File: config.mk
export PLATFORM = sky130hd
export DESIGN_NAME = alu_system_sequencer
export DESIGN_NICKNAME = d
export VERILOG_FILES = /design/src/rtl/alu_system_sequencer.sv
export SDC_FILE = /design/constraint.sdc
export NUM_CORES = 1
export LEC_CHECK = 0
export BUFFER_PORTS_ARGS = -buffer_cell sky130_fd_sc_hd__buf_2
export CAP_MARGIN = 20
export CORE_UTILIZATION = 29
export CTS_BUF_LIST = sky130_fd_sc_hd__clkbuf_4 sky130_fd_sc_hd__clkbuf_8
export DETAILED_ROUTE_END_ITERATION = 12
export PLACE_DENSITY = 0.78
export REMOVE_ABC_BUFFERS = 1
export SYNTH_ARGS = -nofsm -noshare
export SYNTH_HDL_FRONTEND = slang
export SYNTH_SLANG_ARGS = --single-unit
File: constraint.sdc
create_clock -name Clock -period 1.2 [get_ports Clock]
set_clock_uncertainty 0.05 [all_clocks]
set_input_delay 0.06 -clock Clock [delete_from_list [all_inputs] [get_ports Clock]]
set_output_delay 0.06 -clock Clock [all_outputs]
set_load 0.02 [all_outputs]
File: src/rtl/alu_system_sequencer.sv
// Hardwired control unit for the ALU system datapath: fetches a 16-bit instruction
// as two bytes into IR, then drives every datapath control input for one EXEC cycle.
module alu_system_sequencer #(
    parameter bit START_AUTO = 1'b0
) (
    input  logic        Clock,
    input  logic        Reset,
    input  logic        Start,
    input  logic [15:0] IROut,
    output logic        Halted,
    output logic        Illegal,
    output logic [2:0]  RF_OutASel,
    output logic [2:0]  RF_OutBSel,
    output logic [2:0]  RF_FunSel,
    output logic [3:0]  RF_RegSel,
    output logic [3:0]  RF_ScrSel,
    output logic [4:0]  ALU_FunSel,
    output logic        ALU_WF,
    output logic [1:0]  ARF_OutCSel,
    output logic [1:0]  ARF_OutDSel,
    output logic [1:0]  ARF_FunSel,
    output logic [2:0]  ARF_RegSel,
    output logic        IR_LH,
    output logic        IR_Write,
    output logic        Mem_WR,
    output logic        Mem_CS,
    output logic [1:0]  MuxASel,
    output logic [1:0]  MuxBSel,
    output logic [1:0]  MuxCSel,
    output logic        MuxDSel,
    output logic [1:0]  DR_FunSel,
    output logic        DR_E,
    output logic [2:0]  state_dbg
);

    typedef enum logic [2:0] {
        S_IDLE    = 3'd0,
        S_FETCH_L = 3'd1,
        S_FETCH_H = 3'd2,
        S_EXEC    = 3'd3,
        S_HALT    = 3'd4
    } state_e;

    localparam logic [3:0] OP_NOP = 4'h0;
    localparam logic [3:0] OP_BRA = 4'h1;
    localparam logic [3:0] OP_LDI = 4'h2;
    localparam logic [3:0] OP_ALU = 4'h3;
    localparam logic [3:0] OP_HLT = 4'hF;

    localparam logic [2:0] RF_FUN_LOAD  = 3'b010;
    localparam logic [1:0] ARF_FUN_INC  = 2'b01;
    localparam logic [1:0] ARF_FUN_LOAD = 2'b10;
    localparam logic [2:0] ARF_SEL_PC   = 3'b100;
    localparam logic [1:0] MUX_IR_LOW   = 2'b11;
    localparam logic [1:0] MUXA_ALU     = 2'b00;

    state_e state_q, state_d;
    logic   illegal_q, illegal_d;

    logic [3:0] opcode;
    logic [1:0] rd_field;
    logic [1:0] rs1_field;
    logic [1:0] rs2_field;
    logic [4:0] fun_field;
    logic       unused_ir_bit;

    assign opcode        = IROut[15:12];
    assign rd_field      = IROut[11:10];
    assign rs1_field     = IROut[9:8];
    assign rs2_field     = IROut[7:6];
    assign fun_field     = IROut[4:0];
    assign unused_ir_bit = IROut[5];

    // RF write enables are ordered bit3=R1 .. bit0=R4, so Rd=0 maps to the MSB.
    function automatic logic [3:0] rd_onehot(input logic [1:0] rd);
        logic [3:0] sel;
        case (rd)
            2'd0:    sel = 4'b1000;
            2'd1:    sel = 4'b0100;
            2'd2:    sel = 4'b0010;
            default: sel = 4'b0001;
        endcase
        return sel;
    endfunction

    always_ff @(posedge Clock or negedge Reset) begin
        if (!Reset) begin
            state_q   <= S_IDLE;
            illegal_q <= 1'b0;
        end else begin
            state_q   <= state_d;
            illegal_q <= illegal_d;
        end
    end

    always_comb begin
        state_d   = state_q;
        illegal_d = illegal_q;
        case (state_q)
            S_IDLE: begin
                if (START_AUTO || Start) begin
                    state_d = S_FETCH_L;
                end
            end
            S_FETCH_L: state_d = S_FETCH_H;
            S_FETCH_H: state_d = S_EXEC;
            S_EXEC: begin
                case (opcode)
                    OP_NOP, OP_BRA, OP_LDI, OP_ALU: state_d = S_FETCH_L;
                    OP_HLT:                         state_d = S_HALT;
                    default: begin
                        illegal_d = 1'b1;
                        state_d   = S_HALT;
                    end
                endcase
            end
            S_HALT:  state_d = S_HALT;
            default: state_d = S_IDLE;
        endcase
    end

    // Outputs depend only on the registered state and IROut, so an asynchronous
    // reset forces every enable back to its idle value in the same cycle.
    always_comb begin
        Halted      = 1'b0;
        RF_OutASel  = 3'b000;
        RF_OutBSel  = 3'b000;
        RF_FunSel   = 3'b000;
        RF_RegSel   = 4'b0000;
        RF_ScrSel   = 4'b0000;
        ALU_FunSel  = 5'b00000;
        ALU_WF      = 1'b0;
        ARF_OutCSel = 2'b00;
        ARF_OutDSel = 2'b00;
        ARF_FunSel  = 2'b00;
        ARF_RegSel  = 3'b000;
        IR_LH       = 1'b0;
        IR_Write    = 1'b0;
        Mem_WR      = 1'b0;
        Mem_CS      = 1'b1;
        MuxASel     = 2'b00;
        MuxBSel     = 2'b00;
        MuxCSel     = 2'b00;
        MuxDSel     = 1'b0;
        DR_FunSel   = 2'b00;
        DR_E        = 1'b0;
        case (state_q)
            S_FETCH_L, S_FETCH_H: begin
                Mem_CS      = 1'b0;
                ARF_OutDSel = 2'b00;
                IR_Write    = 1'b1;
                IR_LH       = (state_q == S_FETCH_H);
                ARF_RegSel  = ARF_SEL_PC;
                ARF_FunSel  = ARF_FUN_INC;
            end
            S_EXEC: begin
                case (opcode)
                    OP_BRA: begin
                        MuxBSel    = MUX_IR_LOW;
                        ARF_RegSel = ARF_SEL_PC;
                        ARF_FunSel = ARF_FUN_LOAD;
                    end
                    OP_LDI: begin
                        MuxASel   = MUX_IR_LOW;
                        RF_FunSel = RF_FUN_LOAD;
                        RF_RegSel = rd_onehot(rd_field);
                    end
                    OP_ALU: begin
                        RF_OutASel = {1'b0, rs1_field};
                        RF_OutBSel = {1'b0, rs2_field};
                        MuxDSel    = 1'b0;
                        ALU_FunSel = fun_field;
                        ALU_WF     = 1'b1;
                        MuxASel    = MUXA_ALU;
                        RF_FunSel  = RF_FUN_LOAD;
                        RF_RegSel  = rd_onehot(rd_field);
                    end
                    default: ;
                endcase
            end
            S_HALT:  Halted = 1'b1;
            default: ;
        endcase
    end

    assign Illegal   = illegal_q;
    assign state_dbg = state_q;

endmodule

Word level (Yosys, flattened, before mapping):

Cells that the tools add are included.

* equality and inequality tests: 11
* multiplexer cells: 28
* bitwise gates (word level): 1
* reduce and logical (&&, ||, !) cells: 8

Operators with widths (number)
* 2-bit 2-to-1 mux: 11
* 3-bit one-hot mux with 5 select lines: 1
* 4-bit one-hot mux with 3 select lines: 1
* 5-bit 2-to-1 mux: 2
* 3-bit 2-to-1 mux: 3
* 4-bit by 2-bit == test with 1-bit output, second input constant: 2
* 4-bit 2-to-1 mux: 2
* 3-bit by 2-bit == test with 1-bit output, second input constant: 2
* 1-bit 2-to-1 mux: 6
* 3-bit one-hot mux with 2 select lines: 1
* 5-bit OR reduction: 1
* 4-bit by 1-bit == test with 1-bit output, second input constant: 1
* 4-bit == test, second input constant: 1
* 4-bit logical NOT: 1
* 2-bit one-hot mux with 2 select lines: 1
* 2-bit OR reduction: 2
* 4-bit OR reduction: 1
* 3-bit by 1-bit == test with 1-bit output, second input constant: 1
* 3-bit == test, second input constant: 1
* 3-bit logical NOT: 1
* 2-bit by 1-bit == test with 1-bit output, second input constant: 1
* 2-bit == test, second input constant: 1
* 2-bit logical NOT: 1
* 2-bit inequality test, second input constant: 1
* 2 further kinds: 2

* register bits after elaboration: 4
* input bits: 19
* output and inout port bits: 51
* logic and storage cells: 50

Depth between registers and ports, before layout:

Gate-level depths: netlist of run 1.

* depth in word-level cells: 4
* depth in mapped cells: 4
* gate-level depth less buffers: 4

Worst setup path after synthesis of run 1:

Ideal clock, no wire load.

* path kind: register to output
* start: reg state_q[2] (netlist: state_dbg[2])
* end: out RF_RegSel[2]
* arrival time: 1.507 ns
* setup slack: -0.417 ns
* stages on the path, launching flop included: 4
* buffers on the path: 0
* path through: dfrtp_1 and3b_1 nand3_1 nor3b_1

* longest elaborated chain between the ends: 2

Ends and longest elaborated chain
* from (decl): line 57 `state_e state_q, state_d;`
* from (signal assigned): line 91 `state_q <= state_d;`
* 3-bit by 2-bit == test with 1-bit output: line 147 `case (state_q)`
* 4-bit 2-to-1 mux: line 147
* to (decl): line 15 `output logic [3:0] RF_RegSel,`

No other way between the ends.

Worst setup path in the final report of run 1:

* start: reg state_q[2] (netlist: state_dbg[2])
* end: out ALU_FunSel[3]

* longest elaborated chain between the ends: 2

Ends and longest elaborated chain
* 3-bit by 2-bit == test with 1-bit output: line 147
* 5-bit 2-to-1 mux: line 147
* to (decl): line 17 `output logic [4:0] ALU_FunSel,`

No other way between the ends.

==> results of run 1 <==
## kinds of logic (layout without fill, tap and decap cells)
family | Yosys count | count (layout) | synth area share
xor+xnor | 1 | 1 | 0.0164
compound gates | 4 | 4 | 0.0445
simple gates | 31 | 32 | 0.386
other cells | 1 | 21 | 0.00702
buf+inv | 26 | 61 | 0.358
flops | 4 | 4 | 0.187
## registers in the layout (all words and copies together) (netlist names)
signal	cells
Illegal	1
state_dbg	3
## worst register-to-register path: cells and delay by family, from the launching register on
family           cells  cell delay (ns)
AND/OR/NAND/NOR      3             0.63
flip-flops           1             0.39
## final timing paths
path | start | endpoint | slack [ns] | cells after the start
worst max-delay path | state_dbg[2] | ALU_FunSel[3] | -0.38 | 4
worst min-delay path | Reset | Illegal | 0.1 | 2
worst max register to register | state_dbg[1] | state_dbg[2] | 0.02 | 3
worst min register to register | Illegal | Illegal | 0.42 | 1
max in group asynchronous | Reset | state_dbg[0] | 0.89 | 2
min in group Clock | Start | state_dbg[0] | 0.12 | 4
## per-layer routing
metal	vias to the layer above	wire, um	part of all wire
met5	-	0	0
met4	0	48	0.024
met3	6	204	0.10
met2	43	1100	0.56
met1	295	617	0.31
li1	287	-	-
## layout by cell type (no fill, tap or decap), drive strengths merged
cell type,instances
buf,55
conb,21
and2,9
nor2,8
dfrtp,4
nor3b,4
clkbuf,3
and4,2
nand3,2
inv,2
and3b,1
xnor2,1
o22ai,1
and3,1
nor3,1
nor2b,1
nand4,1
a21o,1
o21ai,1
and2b,1
a21oi,1
or2,1
dlygate4sd3,1
## metrics by stage
| stage | setup slack (ns) | util | area (um2) |
|---|---|---|---|
| floorplan | -0.417 | - | 425 |
| global placement | -0.0970 | 0.422 | 729 |
| detailed placement | -0.123 | 0.422 | 729 |
| CTS | -0.320 | 0.535 | 923 |
| global route | -0.416 | 0.584 | 1010 |
| finish | -0.379 | 0.584 | 1010 |
## power groups by stage
stage | Clock, mW | Combinational, mW | Sequential, mW
final | 0.168 | 1.62 | 0.224
after global routing | 0.184 | 1.71 | 0.227
after CTS | 0.181 | 1.49 | 0.219
after detailed placement | 0 | 1.12 | 0.214
after global placement | 0 | 1.10 | 0.212
after floorplan | 0 | 0.550 | 0.328
## timing repair
item                                    CTS  global route
cloned                                    1             0
endpoints found under the setup margin   26            27
resized for setup                        40            22
endpoints found under the hold margin     4             0
buffers inserted                          2             2
hold buffers                              1             0
pin swaps                                 6            12
## layout make-up
| cell class | count | area (um2) | area share |
|---|---|---|---|
| Timing Repair Buffer | 56 | 437 | 0.433 |
| Multi-Input combinational cell | 58 | 410 | 0.407 |
| Sequential cell | 4 | 100 | 0.0993 |
| Tap cell | 25 | 31.3 | 0.0310 |
| Clock buffer | 3 | 22.5 | 0.0223 |
| Inverter | 2 | 7.51 | 0.00744 |
==> impl_metrics.yaml, run 1 <==
power_and_ir_drop:
  clockPowerShare: 0.083
  p_total_mw: 2.01
  peakVddDrop_uv: 1040
  cellInternalPower_mw: 1.07
  p_sw_frac: 0.468
  cellPowerDensity_nw_per_um2: 2000
  comb_power_share: 0.805
  seq_power_share: 0.111
  p_leak_nw: 0.544
  p_switching_mw: 0.943
synthesis:
  syn-cell-area_um2: 534
  syn_inst: 67
  synth_seq_cells: 4
  synth_area_leaders: "buf_4 (32%), dfrtp_1 (19%), and2_4 (15%)"
  ys.flop_type: "dfrtp_1"
  synth_edf_count: 0
  synth_cell_types: 22
  yosysMostFrequentCell: "buf_4"
  synth.avg_cell_area_um2: 7.97
  ys_seq_area_frac: 0.187
  synth.top_cell.area_share: 0.323
  ys_warn_count: 0
  synthArstFlopShare: 1.00
  netlist_top_cells_count: "buf_4 (23), and2_4 (9), nor2_1 (8), dfrtp_1 (4), nor3b_1 (4)"
  yosys.area.top_type: "buf_4"
placement:
  placed_cells: 140
  dp_hpwl_um: 1070
  gp_congestion: 0.760
  io_buffers: 47
floorplanning:
  num_rows: 15
  start_util: 0.309
  core_region_area_um2: 1730
  die_x_um: 44.9
  num_io_pins: 70
  die-area_um2: 2020
  fp.dieH_um: 44.9
detailed_routing:
  vias: 631
  drtIter0Drc: 4
  first_pass_iters: 4
  drc: 0
  viasPerCell: 4.26
  wire_per_inst_um: 13.3
  ant_nets: 0
  finalWirelength_um: 1970
critical_path:
  cp_slowest_cell: "dfrtp_1"
  cp_max_fo: 5
  crit_path_end_kind: "output port"
  required_ns: 1.09
  crit_chain: "and3b_2 -> and4_4 -> and2_4 -> buf_6"
  worstSetupPathType: "register to output port"
  startpoint_type: "register"
  cp.arrival_ns: 1.47
  max_stage_delay_ns: 0.37
  critPathTopFamily: "simple AND/OR/NAND/NOR gates"
  cp.buffers_inverters: 1
cells_and_area:
  area_growth_pct: 88.8
  nFillCells: 143
  n_antenna_cell: 0
  drive_above_1_share: 0.667
  nets: 144
  instances_no_fill: 148
global_route:
  track_usage: 0.173
  grt_start_max_net_pins: 9
  grt_pass1_vias: 557
  grtUsageMet2: 0.330
  grt_pass1_wl_um: 2390
  grt_use_met1: 0.151
  top_usage_layer: "met2"
  gr-total-overflow: 0
  antenna_found_initial: 0
  grtUsageMet3: 0.0360
clock_tree:
  cts_tree: "yes"
  clk_latency_ns: 0.23
  clk_pin_slew_ns: 0.04
  numCtsBuffers: 3
  cts_max_path_buffers: 2
  cts.sinks: 4
  cts-root-buf: "clkbuf_4"
  clock_tree.htree_level_count: 1
sta:
  finalHoldViolCount: 0
  setup_tns_ns: -7.41
  rsz0062_at_grt: "yes"
  fin_ws_ns: -0.379
  drv_slew: 0
  min_period_over_period: 1.32
  max_freq_ghz: 0.633
  tightest_slew_ns: 0.533
  setup_viol: 26
  min_period_ns: 1.58
  slew_headroom: 0.643
  fin_hold_ws_ns: 0.0984
flow_run:
  drv_cap: 0
worst_hold_path:
  hp-class: "input port to async pin"
run_status:
  violations: "negative setup slack"
  outcome: "finished, violations left"
Note: power is estimated with default switching activity, not from simulation.
==> run 2, diff against run 1 <==
--- a/config.mk
+++ b/config.mk
@@ -7,10 +7,12 @@
 export LEC_CHECK = 0
 export BUFFER_PORTS_ARGS = -buffer_cell sky130_fd_sc_hd__buf_2
 export CAP_MARGIN = 20
-export CORE_UTILIZATION = 29
+export CELL_PAD_IN_SITES_DETAIL_PLACEMENT = 1
+export CELL_PAD_IN_SITES_GLOBAL_PLACEMENT = 1
+export CORE_UTILIZATION = 17
 export CTS_BUF_LIST = sky130_fd_sc_hd__clkbuf_4 sky130_fd_sc_hd__clkbuf_8
 export DETAILED_ROUTE_END_ITERATION = 12
-export PLACE_DENSITY = 0.78
+export PLACE_DENSITY = 0.75
 export REMOVE_ABC_BUFFERS = 1
 export SYNTH_ARGS = -nofsm -noshare
 export SYNTH_HDL_FRONTEND = slang
==> constraint.sdc (replaced) <==
create_clock -name Clock -period 1.2 [get_ports Clock]
set_clock_uncertainty 0.05 [all_clocks]
set_input_delay 0.24 -clock Clock [delete_from_list [all_inputs] [get_ports Clock]]
set_output_delay 0.24 -clock Clock [all_outputs]
set_load 0.02 [all_outputs]
==> run 2 against run 1 <==
Effect of this change:
- the flow finishes with violations (design-rule violations, negative setup slack)
- critical path depth unchanged
- final cell count rose by 16%
- sequential power shrank 2%
- register-to-register slack worse by 0.02 ns
- critical endpoint is now ALU_FunSel[1]
- first-iteration DRC count grew to 6.8 times the previous value
- die area grew 67%
- core utilization down 20 points
- wire length rose by 20%
- maximum frequency shrank 11%
- combinational power up 15%
- largest cell class unchanged
- worst hold slack improved by 0.18 ns
==> impl_metrics.yaml, run 2 (synthesis gave the netlist of run 1 again) <==
run_status:
  outcome: "finished, violations left"
  violations: "design-rule violations, negative setup slack"
sta:
  rsz0062_at_grt: "yes"
  fin_hold_ws_ns: 0.279
  max_freq_ghz: 0.566
  slew_headroom: 0.669
  min_period_over_period: 1.47
  setup_viol: 29
  drv_slew: 0
  tightest_slew_ns: 0.495
  min_period_ns: 1.77
  finalHoldViolCount: 0
  fin_ws_ns: -0.566
global_route:
  gr-total-overflow: 0
  track_usage: 0.136
  grt_pass1_vias: 677
  grt_start_max_net_pins: 9
  grt_pass1_wl_um: 3340
  antenna_found_initial: 0
cells_and_area:
  nets: 150
  largest_register_ffs: 3
  nFillCells: 339
  utilization: 0.386
  instances_no_fill: 171
  area_growth_pct: 108
  layout_commonest_cell: "buf_6"
  n_antenna_cell: 0
  final_cell_mix: "buf_6 (24), conb_1 (21), buf_4 (19), buf_2 (18), and2_4 (9)"
  drive_above_1_share: 0.705
placement:
  placed_cells: 160
  io_buffers: 47
  detailedPlace.worstSlack_ns: -0.365
  gp_congestion: 0.696
  dp_hpwl_um: 1470
critical_path:
  cp.arrival_ns: 1.48
  crit_path_end_kind: "output port"
  startpoint_type: "register"
  cp_max_fo: 5
  worstSetupPathType: "register to output port"
  required_ns: 0.91
floorplanning:
  fp.dieH_um: 58.1
  die-area_um2: 3370
  num_rows: 19
  core_region_area_um2: 2880
  die_x_um: 58.1
  num_io_pins: 70
  start_util: 0.186
clock_tree:
  clock_tree.htree_level_count: 1
  numCtsBuffers: 3
  cts-root-buf: "clkbuf_4"
  cts_max_path_buffers: 2
  cts.sinks: 4
  cts_tree: "yes"
  clk_latency_ns: 0.24
  clk_pin_slew_ns: 0.04
detailed_routing:
  drtIter0Drc: 27
  wire_per_inst_um: 13.8
  viasPerCell: 3.80
  finalWirelength_um: 2370
  drc: 10
  vias: 650
  ant_nets: 0
  first_pass_iters: 7
power_and_ir_drop:
  p_leak_nw: 0.580
  peakVddDrop_uv: 744
  cellPowerDensity_nw_per_um2: 2040
  p_total_mw: 2.26
flow_run:
  drv_cap: 0
worst_hold_path:
  hp-class: "input port to async pin"
==> run 2: cell count changes in the layout (fill, tap and decap cells not counted), moves of 2 or more <==
cell / change
buf_4: +6
nor2_4: +2
buf_2: -5
buf_6: +5
==> run 2: worst paths after layout <==
path / start / to / slack [ns] / cells after the start
min in group Clock: IROut[14] / Illegal / 0.32 / 3
max: state_dbg[2] / ALU_FunSel[1] / -0.57 / 4
max in group asynchronous: Reset / state_dbg[0] / 0.70 / 2
min reg2reg: Illegal / Illegal / 0.41 / 1
max reg2reg: state_dbg[0] / state_dbg[0] / 0 / 6
min: Reset / Illegal / 0.28 / 2
==> run 2: critical path, stage by stage (launching register included) <==
cell and delay, ns:
dfrtp_1 0.36, and3b_2 0.32, and4_4 0.28, and2_4 0.16, buf_6 0.11
==> run 2: area by class of cell <==
class,instances,area [um2],share of cell area
multi-input combinational,58,415,0.374
tap,42,52.6,0.0473
inverter,2,7.51,0.00676
sequential,4,100,0.0901
timing repair buffer,62,513,0.462
clock buffer,3,22.5,0.0203
==> run 2: where the power goes <==
group | internal [mW] | total [mW] | switching [mW] | leakage [nW]
logic | 0.912 | 1.87 | 0.956 | 0.520
registers | 0.190 | 0.220 | 0.0299 | 0.0463
clock network | 0.112 | 0.174 | 0.0619 | 0.0138
==> run 2: stage by stage <==
step / TNS, ns / area (um2)
detailed placement: -6.68 / 773
CTS: -12.17 / 1070
global placement: -5.34 / 773
floorplan: -10.18 / 425
finish: -12.43 / 1110
global route: -14.17 / 1110
==> run 2: per-layer routing <==
layer / up-vias / share of wire / GRT usage
met2: 46 / 0.61 / 0.305
li1: 298 / - / -
met3: 2 / 0.12 / 0.0647
met4: 0 / 0.0034 / 0.0170
met5: - / 0 / 0
met1: 304 / 0.26 / 0.0989
==> run 2: timing repair <==
action                                 in CTS  in global routing
setup buffers                               4                  4
endpoints found under the hold margin       4                  0
resized for setup                          68                  7
setup endpoints to repair                  29                 31
cloned                                      1                  0
hold buffers                                1                  0
pin swaps                                  16                  7
==> run 3, diff against run 2 <==
--- a/config.mk
+++ b/config.mk
@@ -14,6 +14,7 @@
 export DETAILED_ROUTE_END_ITERATION = 12
 export PLACE_DENSITY = 0.75
 export REMOVE_ABC_BUFFERS = 1
+export SKIP_LAST_GASP = 1
 export SYNTH_ARGS = -nofsm -noshare
 export SYNTH_HDL_FRONTEND = slang
 export SYNTH_SLANG_ARGS = --single-unit
==> run 3 against run 2 <==
Effect of this change:
- non-clock buffer count unchanged
- the run still ends with design-rule violations, negative setup slack left
- via count decreased by 0.92%
- sequential share of layout area about the same
- clock power about the same
- critical endpoint is now ALU_FunSel[0]
- critical path depth unchanged
==> impl_metrics.yaml, run 3 (synthesis gave the netlist of run 1 again) <==
sta:
  drv_slew: 0
  tightest_slew_ns: 0.504
  min_period_ns: 1.76
  max_freq_ghz: 0.569
  finalHoldViolCount: 0
  setup_viol: 29
  rsz0062_at_grt: "yes"
  fin_hold_ws_ns: 0.278
  min_period_over_period: 1.46
  slew_headroom: 0.663
  fin_ws_ns: -0.558
global_route:
  track_usage: 0.133
  grt_start_max_net_pins: 9
  grt_pass1_vias: 692
  antenna_found_initial: 0
  gr-total-overflow: 0
  grt_pass1_wl_um: 3280
clock_tree:
  clk_latency_ns: 0.24
  clock_tree.htree_level_count: 1
  numCtsBuffers: 3
  cts_max_path_buffers: 2
  clk_pin_slew_ns: 0.04
  cts_tree: "yes"
  cts.sinks: 4
  cts-root-buf: "clkbuf_4"
flow_run:
  drv_cap: 0
floorplanning:
  num_io_pins: 70
  start_util: 0.186
  core_region_area_um2: 2880
  die-area_um2: 3370
  num_rows: 19
  fp.dieH_um: 58.1
  die_x_um: 58.1
power_and_ir_drop:
  p_sw_frac: 0.467
  comb_power_share: 0.823
  clockPowerShare: 0.078
  seq_power_share: 0.099
  p_leak_nw: 0.579
  p_switching_mw: 1.04
  peakVddDrop_uv: 743
  cellInternalPower_mw: 1.18
  cellPowerDensity_nw_per_um2: 2010
detailed_routing:
  viasPerCell: 3.77
  ant_nets: 0
  first_pass_iters: 10
  drc: 8
  drtIter0Drc: 20
  finalWirelength_um: 2300
  vias: 644
  wire_per_inst_um: 13.5
cells_and_area:
  seq_area_um2: 100
  final_cell_mix: "buf_6 (23), conb_1 (21), buf_4 (20), buf_2 (18), and2_4 (9)"
  final_area_um2: 1110
  drive_above_1_share: 0.705
  area_growth_pct: 107
  nets: 150
  layout_commonest_cell: "buf_6"
  largest_register_ffs: 3
  n_antenna_cell: 0
  nFillCells: 337
  multiInputGateArea_um2: 415
critical_path:
  cp_slowest_cell: "dfrtp_1"
  max_stage_delay_ns: 0.36
  startpoint_type: "register"
  cp.arrival_ns: 1.47
  worstSetupPathType: "register to output port"
  required_ns: 0.91
  crit_path_end_kind: "output port"
  crit_chain: "and3b_2 -> and4_4 -> and2_4 -> buf_6"
  cp_max_fo: 5
worst_hold_path:
  hp-class: "input port to async pin"
placement:
  post_dp_cell_area_um2: 773
  io_buffers: 47
  dp_hpwl_um: 1470
  gp_congestion: 0.696
run_status:
  outcome: "finished, violations left"
  violations: "design-rule violations, negative setup slack"
## run 3: cell counts in the layout (fill, tap and decap cells not counted)
Identical to the previous run, type by type.
## run 3: power groups by stage
stage	Combinational, mW	Clock (mW)	Sequential [mW]
final	1.83	0.174	0.220
after detailed placement	1.20	0	0.216
after global placement	1.16	0	0.212
after CTS	1.74	0.184	0.220
after global routing	1.94	0.191	0.227
after floorplan	0.550	0	0.328
## run 3: critical path, delay by kind of cell, from the launching register on
family                 cells  cell delay [ns]
and+or+nand+nor            3             0.76
buffers and inverters      1             0.11
DFF                        1             0.36
## run 3: metal layers
metal  vias to the layer above  track usage  part of all wire
met5                         -            0                 0
met4                         0       0.0102                 0
met3                         0       0.0625              0.12
met2                        46        0.304              0.60
met1                       300       0.0949              0.28
li1                        298            -                 -
## run 3: what timing repair did
| action | 4_1_cts | 5_1_grt |
|---|---|---|
| resized for setup | 63 | 10 |
| cloned | 1 | 0 |
| pin swaps | 15 | 8 |
| endpoints found under the hold margin | 4 | 0 |
| endpoints found under the setup margin | 29 | 31 |
| buffers inserted | 4 | 3 |
| hold buffers | 1 | 0 |
## run 3: area by class of cell
| type | instances | area share |
|---|---|---|
| flip-flops and latches | 4 | 0.0904 |
| repair buffers | 62 | 0.460 |
| well taps | 42 | 0.0475 |
| multi-input cells | 58 | 0.375 |
| inverters | 2 | 0.00678 |
| clock buffers | 3 | 0.0203 |
## run 3: worst paths after layout
check	slack [ns]	to	start	cells after the start
worst max-delay path	-0.56	ALU_FunSel[0]	state_dbg[2]	4
worst min-delay path	0.28	Illegal	Reset	2
worst max register to register	0.01	state_dbg[2]	state_dbg[1]	3
worst min register to register	0.41	Illegal	Illegal	1
max in group asynchronous	0.70	state_dbg[0]	Reset	2
min in group Clock	0.32	state_dbg[0]	Start	4
## run 3: metrics by stage
| stage | worst slack, ns | instances | TNS, ns | power (mW) | util |
|---|---|---|---|---|---|
| final | -0.558 | 171 | -12.54 | 2.22 | 0.385 |
| after global routing | -0.611 | 171 | -14.17 | 2.35 | 0.385 |
| after CTS | -0.524 | 169 | -12.26 | 2.15 | 0.366 |
| after detailed placement | -0.365 | 160 | -6.68 | 1.42 | 0.269 |
| after global placement | -0.283 | 160 | -5.34 | 1.37 | 0.269 |
| after floorplan | -0.597 | 63 | -10.18 | 0.879 | - |
